==> src/rtl/wb_host_pkg.sv <==
// Shared definitions for the Wishbone host master: FSM states and default widths/limits.
package wb_host_pkg;

  localparam int unsigned WB_ADDR_W         = 32;
  localparam int unsigned WB_DATA_W         = 32;
  localparam int unsigned WB_TIMEOUT_CYCLES = 255;

  typedef enum logic [1:0] {
    S_IDLE = 2'd0,
    S_BUS  = 2'd1,
    S_RESP = 2'd2
  } state_t;

endpackage

==> src/rtl/wb_watchdog.sv <==
// Bus watchdog: counts cycles while enabled and flags the cycle on which LIMIT is reached.
module wb_watchdog #(
  parameter int unsigned LIMIT = 255
) (
  input  logic clk,
  input  logic rst,
  input  logic clear,
  input  logic enable,
  output logic expired
);

  generate
    if (LIMIT == 0) begin : g_disabled
      logic unused_inputs;
      assign unused_inputs = &{1'b0, clk, rst, clear, enable};
      assign expired = 1'b0;
    end else begin : g_enabled
      localparam int unsigned W = $clog2(LIMIT + 1);
      logic [W-1:0] count;

      // count holds completed cycles, so the edge ending cycle LIMIT sees count == LIMIT-1
      always_ff @(posedge clk) begin
        if (rst || clear) begin
          count <= '0;
        end else if (enable && (count != W'(LIMIT))) begin
          count <= count + 1'b1;
        end
      end

      assign expired = enable && (count == W'(LIMIT - 1));
    end
  endgenerate

endmodule

==> src/rtl/wb_host_master.sv <==
// Wishbone classic single-transfer master: one valid/ready command becomes one bus cycle and one response.
module wb_host_master
  import wb_host_pkg::*;
#(
  parameter int unsigned ADDR_W         = WB_ADDR_W,
  parameter int unsigned DATA_W         = WB_DATA_W,
  parameter int unsigned TIMEOUT_CYCLES = WB_TIMEOUT_CYCLES
) (
  input  logic                wb_clk_i,
  input  logic                wb_rst_i,
  input  logic                cmd_valid,
  output logic                cmd_ready,
  input  logic                cmd_we,
  input  logic [ADDR_W-1:0]   cmd_addr,
  input  logic [DATA_W-1:0]   cmd_data,
  input  logic [DATA_W/8-1:0] cmd_sel,
  output logic                rsp_valid,
  input  logic                rsp_ready,
  output logic [DATA_W-1:0]   rsp_data,
  output logic                rsp_err,
  output logic                wbm_cyc_o,
  output logic                wbm_stb_o,
  output logic                wbm_we_o,
  output logic [DATA_W/8-1:0] wbm_sel_o,
  output logic [ADDR_W-1:0]   wbm_adr_o,
  output logic [DATA_W-1:0]   wbm_dat_o,
  input  logic [DATA_W-1:0]   wbm_dat_i,
  input  logic                wbm_ack_i
);

  state_t state, state_next;
  logic   accept, ack_take, abort, wd_en, expired;

  assign wd_en = (state == S_BUS);

  wb_watchdog #(.LIMIT(TIMEOUT_CYCLES)) u_watchdog (
    .clk     (wb_clk_i),
    .rst     (wb_rst_i),
    .clear   (accept),
    .enable  (wd_en),
    .expired (expired)
  );

  always_ff @(posedge wb_clk_i) begin
    if (wb_rst_i) state <= S_IDLE;
    else          state <= state_next;
  end

  always_comb begin
    state_next = state;
    accept     = 1'b0;
    ack_take   = 1'b0;
    abort      = 1'b0;
    unique case (state)
      S_IDLE: if (cmd_valid) begin
        accept     = 1'b1;
        state_next = S_BUS;
      end
      // ack has priority over a watchdog expiry on the same edge
      S_BUS: if (wbm_ack_i) begin
        ack_take   = 1'b1;
        state_next = S_RESP;
      end else if (expired) begin
        abort      = 1'b1;
        state_next = S_RESP;
      end
      S_RESP: if (rsp_ready) state_next = S_IDLE;
      default: state_next = S_IDLE;
    endcase
  end

  // All outputs are registered, decoded from the next state
  always_ff @(posedge wb_clk_i) begin
    if (wb_rst_i) begin
      cmd_ready <= 1'b1;
      wbm_cyc_o <= 1'b0;
      wbm_stb_o <= 1'b0;
      wbm_we_o  <= 1'b0;
      wbm_sel_o <= '0;
      wbm_adr_o <= '0;
      wbm_dat_o <= '0;
      rsp_valid <= 1'b0;
      rsp_data  <= '0;
      rsp_err   <= 1'b0;
    end else begin
      cmd_ready <= (state_next == S_IDLE);
      wbm_cyc_o <= (state_next == S_BUS);
      wbm_stb_o <= (state_next == S_BUS);
      rsp_valid <= (state_next == S_RESP);
      if (accept) begin
        wbm_we_o  <= cmd_we;
        wbm_sel_o <= cmd_sel;
        wbm_adr_o <= cmd_addr;
        wbm_dat_o <= cmd_data;
      end
      if (ack_take) begin
        rsp_data <= wbm_we_o ? '0 : wbm_dat_i;
        rsp_err  <= 1'b0;
      end else if (abort) begin
        rsp_data <= '0;
        rsp_err  <= 1'b1;
      end
    end
  end

endmodule
==> config.mk <==
export PLATFORM = sky130hd
export DESIGN_NAME = wb_host_master
export DESIGN_NICKNAME = d
export VERILOG_FILES = /design/src/rtl/wb_host_pkg.sv /design/src/rtl/wb_watchdog.sv /design/src/rtl/wb_host_master.sv
export SDC_FILE = /design/constraint.sdc
export NUM_CORES = 1
export LEC_CHECK = 0
export CAP_MARGIN = 20
export CORE_ASPECT_RATIO = 2
export CORE_UTILIZATION = 39
export DETAILED_ROUTE_END_ITERATION = 7
export PLACE_DENSITY_LB_ADDON = 0.05
export SYNTH_ARGS = -nofsm -noshare
export SYNTH_HDL_FRONTEND = slang
export SYNTH_HIERARCHICAL = 1
export SYNTH_SLANG_ARGS = --single-unit
==> constraint.sdc <==
create_clock -name wb_clk_i -period 2.2 [get_ports wb_clk_i]
set_input_delay 0.33 -clock wb_clk_i [delete_from_list [all_inputs] [get_ports wb_clk_i]]
set_output_delay 0.33 -clock wb_clk_i [all_outputs]
set_load 0.1 [all_outputs]
==> results_dict.tcl <==
set metrics [dict create \
    postCtsSetupRepairBufs 0 \
    drive_above_1_share_pct 23.5 \
    portBuffers 211 \
    syn_area_um2 4080 \
    viasPerCell 4.87 \
    dr.pass1.iters 4 \
    ant_nets 0 \
    grt_first_pass_wirelength_um 18100 \
    setup_tns_ns 0 \
    dp_hpwl_um 8360 \
    clk_pin_slew_worst_paths_ns 0.05 \
    p_leak_nw 2.80 \
    report.final.slew_viol_count 0 \
    grtUsageTotal_pct 21.9 \
    floorplan.rows 52 \
    p_per_area_nw_per_um2 1020 \
    ys_types 32 \
    die_area_um2 10900 \
    finalHoldViolations 0 \
    cp.arrival_ns 2.23 \
    cp_slowest_stage_delay_ns 0.41 \
    ios 212 \
    core_area_um2 10100 \
    async_flop_share_pct 0 \
    crit_type "reg -> reg" \
    die_y_um 147 \
    insertion_delay_ns 0.40 \
    grt_max_degree 62 \
    numCtsBuffers 17 \
    synth-edff-count 0 \
    design_area_um2 6660 \
    min_path_cells 2 \
    areaGrowthSynthToFinish_pct 63.3 \
    synthMostInstantiatedCell "nand2_1" \
    power_w 0.00678 \
    reg2regPathDepth 8 \
    nFillCells 867 \
    required_ns 2.54 \
    tritoncts "yes" \
    r2r_slack_ns 0.31 \
    path_cells "inv_1 > ha_1 > nand2_1 > nor3_1 > or2_2 > a21oi_2 > buf_4 > a22o_1" \
    die_width_um 74.3 \
    wl_per_cell_um 14.5 \
    place_congestion 0.785 \
    min-delay-start "wb_rst_i" \
    status "finished clean" \
    fin_ws_ns 0.310 \
    max-slew-margin-rel_pct 58.8 \
    drc 0 \
    avgSynthCellArea_um2 9.10 \
    finalSetupViolCount 0 \
    cts_resized 0 \
    place_ws_ns 0.113 \
    r2r_end "rsp_data[13]" \
    h-tree-depth 4 \
    clockRootBuffer "clkbuf_16" \
    cp_max_fo 32 \
    holdPathEnd "wbm_dat_o[6]" \
    yosys_warnings 6 \
    max_cap_viol_count 0 \
    synth_top_cell_by_area "dfxtp_1" \
    hold_class "in -> reg" \
    ctsHoldBuffers 0 \
    yosysSeqAreaShare_pct 56.5 \
    cts_buffer_depth 2 \
    postPlaceCellArea_um2 5990 \
    worstSetupStartpointType "flip-flop" \
    crit_slowest_cell "dfxtp_1" \
    syn_inst 448 \
    fmax_mhz 529 \
    ys_seq_elements 115 \
    start_util_pct 40.2 \
    rsz0062_at_grt "no" \
    synth.area.top_cells "dfxtp_1 (56%), nand2_1 (13%), a21oi_1 (9.2%)" \
    worst_pin_slew_ns 0.619 \
    antenna_cells 0 \
    end_kind "flip-flop" \
    overflow 0 \
    r2r_start "u_watchdog/g_enabled.count[0]" \
    antenna_found_initial 0 \
    synthFlopType "dfxtp_1" \
    dr_total_vias 3922 \
    period_needed_ns 1.89 \
    routed_wl_um 11700 \
    synth_common_cells "nand2_1 (145), dfxtp_1 (115), a21oi_1 (75), a22o_1 (32)" \
    syn-num-nets 556 \
    nNetsFinal 766 \
    grt_pass1_vias 3862 \
    synth.top_cell.area_share_pct 56.5 \
    fin_crit_sh_pct 85.9 \
    vdd_drop_max_mv 0.753 \
    drt-initial-drc-count 104 \
    worst_clock_skew_ns 0.00771 \
    clock_sink_count 115 \
]
[cells in the final DEF, fill, tap and decap left out, drive strengths merged, types with 5 or more instances in the layout]
master,count
a211oi,5
inv,5
clkdlybuf4s50,104
buf,118
bufinv,6
a22o,32
clkbuf,22
nor2,5
a21oi,75
dfxtp,115
nand2,145
[worst max path at each step]
stage               slack [ns]       endpoint  cells past startpoint                     startpoint
detailed placement        0.11   wbm_adr_o[3]                      5                      cmd_valid
finish                    0.31   rsp_data[13]                      8  u_watchdog/g_enabled.count[0]
global route              0.13   rsp_data[13]                      8  u_watchdog/g_enabled.count[0]
floorplan                 0.34    rsp_data[0]                      5                       wbm_we_o
global placement          0.15  wbm_dat_o[14]                      5                      cmd_valid
CTS                       0.30   rsp_data[13]                      8  u_watchdog/g_enabled.count[0]
[registers in the layout, summed over array words and instances (netlist names)]
| signal | count |
|---|---|
| rsp_data | 32 |
| wbm_adr_o | 32 |
| wbm_dat_o | 32 |
| u_watchdog/g_enabled.count | 8 |
| wbm_sel_o | 4 |
| state | 2 |
| cmd_ready | 1 |
| rsp_err | 1 |
| rsp_valid | 1 |
| wbm_stb_o | 1 |
| wbm_we_o | 1 |
[stage by stage]
step | utilization [%] | cells | hold slack (ns)
finish | 65.6 | 806 | 0.330
global route | 65.6 | 806 | 0.335
CTS | 65.6 | 806 | 0.306
detailed placement | 59.0 | 774 | 0.447
global placement | 59.0 | 774 | 0.443
floorplan | - | 448 | 0.427
[per-layer routing]
metal	track usage [%]	routed length, µm	vias up	part of all wire, %
met3	7.87	858	21	7.3
met4	9.34	280	0	2.4
li1	-	-	1932	-
met2	39.8	6380	154	54
met5	0	0	-	0
met1	21.2	4200	1815	36
[cell type report]
class / instances / area [µm²] / share of cell area, %
flip-flops and latches: 115 / 2300 / 34.6
repair buffers: 222 / 1950 / 29.3
multi-input cells: 297 / 1550 / 23.3
clock buffers: 22 / 464 / 6.97
clock inverters: 10 / 203 / 3.04
well taps: 135 / 169 / 2.54
inverters: 5 / 23.8 / 0.357
[cells by family after synthesis]
logic type	count (synthesis)	synth area share, %
buffers and inverters	36	5.65
muxes	4	0.982
and+or+nand+nor	172	17.7
AOI/OAI and AO/OA	119	18.6
DFF	115	56.5
adders and majority gates	2	0.614
[critical path, delay by kind of cell, from the launching register on]
family	cells	cell delay, ns
AO/OA/AOI/OAI	2	0.35
adder cells (fa/ha/maj)	1	0.20
flip-flops	1	0.41
buffers and inverters	2	0.42
AND/OR/NAND/NOR	3	0.46
[where the power goes]
part,switching (W),internal (W)
logic,0.00104,0.000401
clock network,0.000898,0.00218
registers,0.0000614,0.00220
Note: power is estimated with default switching activity, not from simulation.
